File: src/rtl/load_align_if.sv
`default_nettype none
// ============================================================================
// Module   : load_align_if
// Brief    : Request, memory-read and result signals of the load alignment unit.
// Revision : 1.0
// ============================================================================
interface load_align_if;
    logic        start;
    logic [2:0]  load_type;
    logic [1:0]  byte_offset;
    logic [31:0] rt_old;
    logic [31:0] mem_readdata;
    logic        mem_waitrequest;
    logic        mem_read;
    logic [31:0] result;
    logic        result_valid;
    logic        busy;
    logic        addr_error;

    modport slave (
        input  start, load_type, byte_offset, rt_old, mem_readdata, mem_waitrequest,
        output mem_read, result, result_valid, busy, addr_error
    );

    modport master (
        output start, load_type, byte_offset, rt_old, mem_readdata, mem_waitrequest,
        input  mem_read, result, result_valid, busy, addr_error
    );
endinterface
`default_nettype wire

File: src/rtl/load_align_unit.sv
`default_nettype none
// ============================================================================
// Module   : load_align_unit
// Brief    : Reads one memory word and aligns/extends it for LB/LBU/LH/LHU/LW/LWL/LWR.
// Revision : 1.0
// ============================================================================
module load_align_unit (
    input  logic        clk,
    input  logic        reset,
    load_align_if.slave bus
);
    localparam logic [2:0] c_LT_LB  = 3'b000;
    localparam logic [2:0] c_LT_LBU = 3'b001;
    localparam logic [2:0] c_LT_LH  = 3'b010;
    localparam logic [2:0] c_LT_LHU = 3'b011;
    localparam logic [2:0] c_LT_LW  = 3'b100;
    localparam logic [2:0] c_LT_LWL = 3'b101;
    localparam logic [2:0] c_LT_LWR = 3'b110;
    localparam logic [2:0] c_LT_BAD = 3'b111;

    typedef enum logic [1:0] {
        S_IDLE = 2'd0,
        S_READ = 2'd1,
        S_RESP = 2'd2,
        S_ERR  = 2'd3
    } state_t;

    state_t      state_q, state_d;
    logic [2:0]  type_q, type_d;
    logic [1:0]  off_q, off_d;
    logic [31:0] rt_q, rt_d;
    logic [31:0] data_q, data_d;
    logic [31:0] result_q, result_d;
    logic        mem_read_q, result_valid_q, addr_error_q;

    logic        w_reject;
    logic [31:0] w_shifted;
    logic [7:0]  w_byte;
    logic [15:0] w_half;
    logic [31:0] w_aligned;

    // Requests that must never reach memory: invalid type or misaligned halfword/word.
    always_comb begin
        w_reject = 1'b0;
        case (bus.load_type)
            c_LT_BAD:           w_reject = 1'b1;
            c_LT_LH, c_LT_LHU:  w_reject = bus.byte_offset[0];
            c_LT_LW:            w_reject = (bus.byte_offset != 2'b00);
            default:            w_reject = 1'b0;
        endcase
    end

    always_comb begin
        state_d = state_q;
        type_d  = type_q;
        off_d   = off_q;
        rt_d    = rt_q;
        data_d  = data_q;
        case (state_q)
            S_IDLE: begin
                if (bus.start) begin
                    type_d  = bus.load_type;
                    off_d   = bus.byte_offset;
                    rt_d    = bus.rt_old;
                    state_d = w_reject ? S_ERR : S_READ;
                end
            end
            S_READ: begin
                if (!bus.mem_waitrequest) begin
                    data_d  = bus.mem_readdata;
                    state_d = S_RESP;
                end
            end
            S_RESP:  state_d = S_IDLE;
            S_ERR:   state_d = S_IDLE;
            default: state_d = S_IDLE;
        endcase
    end

    // Little-endian lane selection from the captured word.
    always_comb begin
        w_shifted = data_q >> {off_q, 3'b000};
        w_byte    = w_shifted[7:0];
        w_half    = off_q[1] ? data_q[31:16] : data_q[15:0];
        w_aligned = 32'h0;
        case (type_q)
            c_LT_LB:  w_aligned = {{24{w_byte[7]}}, w_byte};
            c_LT_LBU: w_aligned = {24'h0, w_byte};
            c_LT_LH:  w_aligned = {{16{w_half[15]}}, w_half};
            c_LT_LHU: w_aligned = {16'h0, w_half};
            c_LT_LW:  w_aligned = data_q;
            c_LT_LWL: begin
                case (off_q)
                    2'd0:    w_aligned = {data_q[7:0],  rt_q[23:0]};
                    2'd1:    w_aligned = {data_q[15:0], rt_q[15:0]};
                    2'd2:    w_aligned = {data_q[23:0], rt_q[7:0]};
                    default: w_aligned = data_q;
                endcase
            end
            c_LT_LWR: begin
                case (off_q)
                    2'd0:    w_aligned = data_q;
                    2'd1:    w_aligned = {rt_q[31:24], data_q[31:8]};
                    2'd2:    w_aligned = {rt_q[31:16], data_q[31:16]};
                    default: w_aligned = {rt_q[31:8],  data_q[31:24]};
                endcase
            end
            default:  w_aligned = 32'h0;
        endcase
        result_d = (state_q == S_RESP) ? w_aligned : result_q;
    end

    always_ff @(posedge clk or posedge reset) begin
        if (reset) begin
            state_q        <= S_IDLE;
            type_q         <= 3'b000;
            off_q          <= 2'b00;
            rt_q           <= 32'h0;
            data_q         <= 32'h0;
            result_q       <= 32'h0;
            mem_read_q     <= 1'b0;
            result_valid_q <= 1'b0;
            addr_error_q   <= 1'b0;
        end else begin
            state_q        <= state_d;
            type_q         <= type_d;
            off_q          <= off_d;
            rt_q           <= rt_d;
            data_q         <= data_d;
            result_q       <= result_d;
            mem_read_q     <= (state_d == S_READ);
            result_valid_q <= (state_q == S_RESP);
            addr_error_q   <= (state_d == S_ERR);
        end
    end

    assign bus.mem_read     = mem_read_q;
    assign bus.result       = result_q;
    assign bus.result_valid = result_valid_q;
    assign bus.addr_error   = addr_error_q;
    assign bus.busy         = (state_q != S_IDLE);
endmodule
`default_nettype wire

File: src/flat_wrapper.sv
// flat-port wrapper written by rule: the top's interface ports become plain ports
module load_align_unit_flat 
  (clk, reset, bus_start, bus_load_type, bus_byte_offset, bus_rt_old, bus_mem_readdata, bus_mem_waitrequest, bus_mem_read, bus_result, bus_result_valid, bus_busy, bus_addr_error);
  load_align_if bus_i ();
  input  logic clk;
  input  logic reset;
  input wire logic [$bits(bus_i.start)-1:0] bus_start;
  input wire logic [$bits(bus_i.load_type)-1:0] bus_load_type;
  input wire logic [$bits(bus_i.byte_offset)-1:0] bus_byte_offset;
  input wire logic [$bits(bus_i.rt_old)-1:0] bus_rt_old;
  input wire logic [$bits(bus_i.mem_readdata)-1:0] bus_mem_readdata;
  input wire logic [$bits(bus_i.mem_waitrequest)-1:0] bus_mem_waitrequest;
  output wire logic [$bits(bus_i.mem_read)-1:0] bus_mem_read;
  output wire logic [$bits(bus_i.result)-1:0] bus_result;
  output wire logic [$bits(bus_i.result_valid)-1:0] bus_result_valid;
  output wire logic [$bits(bus_i.busy)-1:0] bus_busy;
  output wire logic [$bits(bus_i.addr_error)-1:0] bus_addr_error;
  assign bus_i.start = bus_start;
  assign bus_i.load_type = bus_load_type;
  assign bus_i.byte_offset = bus_byte_offset;
  assign bus_i.rt_old = bus_rt_old;
  assign bus_i.mem_readdata = bus_mem_readdata;
  assign bus_i.mem_waitrequest = bus_mem_waitrequest;
  assign bus_mem_read = bus_i.mem_read;
  assign bus_result = bus_i.result;
  assign bus_result_valid = bus_i.result_valid;
  assign bus_busy = bus_i.busy;
  assign bus_addr_error = bus_i.addr_error;
  load_align_unit u_core (.clk(clk), .reset(reset), .bus(bus_i));
endmodule
File: config.mk
export PLATFORM = sky130hd
export DESIGN_NAME = load_align_unit_flat
export DESIGN_NICKNAME = d
export VERILOG_FILES = /design/src/rtl/load_align_if.sv /design/src/rtl/load_align_unit.sv /design/src/flat_wrapper.sv
export SDC_FILE = /design/constraint.sdc
export NUM_CORES = 1
export LEC_CHECK = 0
export ABC_AREA = 1
export BUFFER_PORTS_ARGS = -buffer_cell sky130_fd_sc_hd__clkbuf_2
export CAP_MARGIN = 20
export CORE_ASPECT_RATIO = 2
export CORE_MARGIN = 2
export CORE_UTILIZATION = 25
export DETAILED_ROUTE_END_ITERATION = 10
export PLACE_DENSITY = 0.39
export SLEW_MARGIN = 0
export SYNTH_ARGS = -nofsm -noshare
export SYNTH_HDL_FRONTEND = slang
export SYNTH_SLANG_ARGS = --single-unit
File: constraint.sdc
create_clock -name clk -period 3.2 [get_ports clk]
set_input_delay 0.64 -clock clk [delete_from_list [all_inputs] [get_ports clk]]
set_output_delay 0.64 -clock clk [all_outputs]
set_load 0.1 [all_outputs]
==> results.yml <==
yosys:
  yosys_warnings: 0
  yosysUniqueCellTypes: 23
  ys_ff_latch: 106
  syn-mean-instance-area_um2: 6.51
  synth_top_family_by_area: "simple AND/OR/NAND/NOR gates"
  synth_fa_ha_area_share_pct: 0
  synth-compound-area-share_pct: 8.45
  synth_xor_area_share_pct: 0
  ys_seq_area_share_pct: 42.0
  synth_nets: 1042
  synth-simple-area-share_pct: 39.8
  synthMuxAreaShare_pct: 0
  syn_inst: 969
  synth_area_um2: 6310
power_and_ir_drop:
  intPower_mw: 4.09
  combPwrFrac_pct: 58.2
  switchingPower_mw: 5.57
  ir_drop_mv: 0.657
  clockPowerShare_pct: 13.8
  p_sw_share_pct: 57.7
  p_leak_nw: 4.13
  power.density_nw_per_um2: 1290
  pwr-share-seq_pct: 28.0
worst_hold_path:
  hold_path.class: "in -> async"
clock_tree:
  post_cts_buffers: 0
  cts-root-buf: "clkbuf_16"
  htreeDepth: 3
  clock_sinks: 106
  cts_hold_buf: 0
  post_cts_resized: 0
  numCtsBuffers: 9
  cts_tree: "yes"
  cts_buffer_depth: 2
  clock_latency_ns: 0.38
  clkSlewWorstSetupHoldPaths_ns: 0.07
detailed_routing:
  wl_per_cell_um: 18.7
  via_per_inst: 4.65
  vias: 6453
  met2_length_mm: 13.6
  drt_drc_violations_left: 0
  met3_length_um: 932
  antenna_left: 0
  dr.pass1.iters: 5
  drt_iter0_markers: 348
  met1_length_mm: 9.78
  wl_mm: 26.0
  top_layer: "met4"
critical_path:
  reg2regPathDepth: 10
  critPathLaunch: "u_core.off_q[0]$_DFFE_PP0P_"
  crit_path_end_kind: "register"
  cp_slowest_cell: "dfrtp_1"
  path_max_fanout: 45
  max_stage_delay_ns: 0.55
  crit_end: "u_core.bus.result[31]$_DFFE_PP0P_"
  crit_arrival_ns: 2.53
  crit_chain: "buf_12, nor2_4, inv_1, nand2_1, nand3_1, nand2_1, nor2_1, nand2_1, nand2_1, nand2_1"
  reg2reg_to: "u_core.bus.result[31]$_DFFE_PP0P_"
  worstSetupStartpointType: "register"
  r2r_start: "u_core.off_q[0]$_DFFE_PP0P_"
  regToRegSetupSlack_ns: 0.99
  crit_top_cell: "nand2_1"
  critPathRequiredTime_ns: 3.52
  crit_type: "reg -> reg"
sta:
  tightest_slew_ns: 1.04
  rsz0062_at_grt: "false"
  min_period_ns: 2.21
  timing.final.crit_share_pct: 69.0
  fin_setup_tns_ns: 0
  hold_viol_final: 0
  max_freq_mhz: 453
  finalClockSkew_ns: 0.00924
  holdWs_ns: 0.410
  slew_viol_final: 0
  setup_viol: 0
  relSlewSlack_pct: 30.9
floorplanning:
  start_util_pct: 25.3
  chipHeight_um: 229
  die_x_um: 116
  io_pins: 109
  coreArea_um2: 24900
  num_rows: 82
  die_area_um2: 26600
flow_run:
  drv_cap: 0
status:
  outcome: "completed"
placed_design:
  io_buffer_count: 108
  hpwl_mm: 19.8
  place_congestion: 0.896
  post-place-cells: 1372
layout:
  antenna_cells: 0
  fin_cells: 1388
  register_area_um2: 2650
  multi_input_area_um2: 3050
  drive_gt1_share_pct: 14.8
  finalNetCount: 1120
  fillers: 2814
  syn2layout_area_growth_pct: 18.9
grt:
  gr-total-overflow: 0
  gr-usage-all-layers_pct: 20.5
  grt_max_degree: 107
  grt_first_pass_wirelength_mm: 39.8
  grt_pass1_vias: 6593
  grt_antenna_before_repair: 0
## metal layers
metal  up-vias  GRT usage [%]
met5         -              0
met4         0           13.0
met3        63           3.02
met2       184           35.6
met1      3004           22.8
li1       3202              -
## cells in the mapped netlist (all sizes together)
master	instances	area share (%)
a21oi	47	3.7
buf	37	3.3
clkbuf	17	1.0
clkinv	1	0.059
dfrtp	106	42
inv	89	5.3
nand2	401	24
nand3	126	10
nand4	7	0.69
nor2	77	4.7
nor3	2	0.16
o21ai	58	4.6
o21bai	1	0.12
## cell type report
cell class	count	area share, %
well taps	336	5.61
repair buffers	121	9.01
flip-flops and latches	106	35.4
multi-input cells	719	40.7
clock inverters	5	1.33
clock buffers	11	3.37
inverters	90	4.59
## state kept, by name, indices dropped and copies added, names as in the netlist
signal and cells:
u_core.bus.addr_error 1, u_core.bus.result 32, u_core.state_q 2, u_core.rt_q 32
u_core.off_q 2, u_core.bus.mem_read 1, u_core.data_q 32, u_core.type_q 3
u_core.bus.result_valid 1
## stage by stage
step / util [%] / power, mW / instance area (um^2) / setup slack (ns)
final: 30.1 / 9.67 / 7500 / 0.991
after global routing: 30.1 / 10.4 / 7500 / 0.780
after CTS: 30.1 / 9.75 / 7500 / 1.02
after detailed placement: 28.7 / 8.37 / 7150 / 1.03
after global placement: 28.7 / 8.40 / 7150 / 1.06
after floorplan: - / 6.68 / 6310 / 1.29
## layout by cell type (no fill, tap or decap), types with 3 or more instances in the layout
| master | Yosys | final |
|---|---|---|
| nor2_1 | 76 | 75 |
| clkbuf_2 | 0 | 108 |
| nand2_1 | 396 | 396 |
| nand3_1 | 125 | 124 |
| inv_1 | 80 | 79 |
| a21oi_1 | 47 | 47 |
| buf_12 | 0 | 3 |
| buf_4 | 5 | 10 |
| bufinv_16 | 0 | 3 |
| inv_2 | 8 | 8 |
| nand4_1 | 7 | 7 |
| o21ai_0 | 18 | 18 |
| dfrtp_1 | 106 | 106 |
| o21ai_1 | 40 | 40 |
| nand2_2 | 3 | 3 |
| clkbuf_16 | 0 | 9 |
## critical path: cells and delay by family (launching register included)
kind	cells	cell delay (ns)
simple gates	8	1.00
flops	1	0.55
buf+inv	2	0.56
## power groups by stage
stage | Clock (mW) | Combinational (mW) | Sequential (mW)
4_1_cts | 1.38 | 5.66 | 2.72
2_1_floorplan | 0 | 3.07 | 3.62
6_report | 1.33 | 5.63 | 2.71
3_3_place_gp | 0 | 5.65 | 2.75
5_1_grt | 1.42 | 6.19 | 2.77
3_5_place_dp | 0 | 5.64 | 2.74
## kinds of logic (layout without fill, tap and decap cells)
family	count (synthesis)	after routing
compound gates	106	106
buf+inv	144	227
flops	106	106
simple gates	613	613
## worst min-delay path by stage
| stage | end | startpoint | depth (start not counted) |
|---|---|---|---|
| after floorplan | u_core.rt_q[0]$_DFFE_PP0P_ | u_core.rt_q[0]$_DFFE_PP0P_ | 2 |
| after global placement | u_core.bus.result[18]$_DFFE_PP0P_ | u_core.bus.result[18]$_DFFE_PP0P_ | 2 |
| after detailed placement | u_core.bus.result[16]$_DFFE_PP0P_ | u_core.bus.result[16]$_DFFE_PP0P_ | 2 |
| after CTS | u_core.bus.result[22]$_DFFE_PP0P_ | reset | 3 |
| after global routing | u_core.rt_q[17]$_DFFE_PP0P_ | bus_rt_old[17] | 3 |
| final | u_core.bus.result[22]$_DFFE_PP0P_ | reset | 3 |
Power figures use the tool's default switching activity.
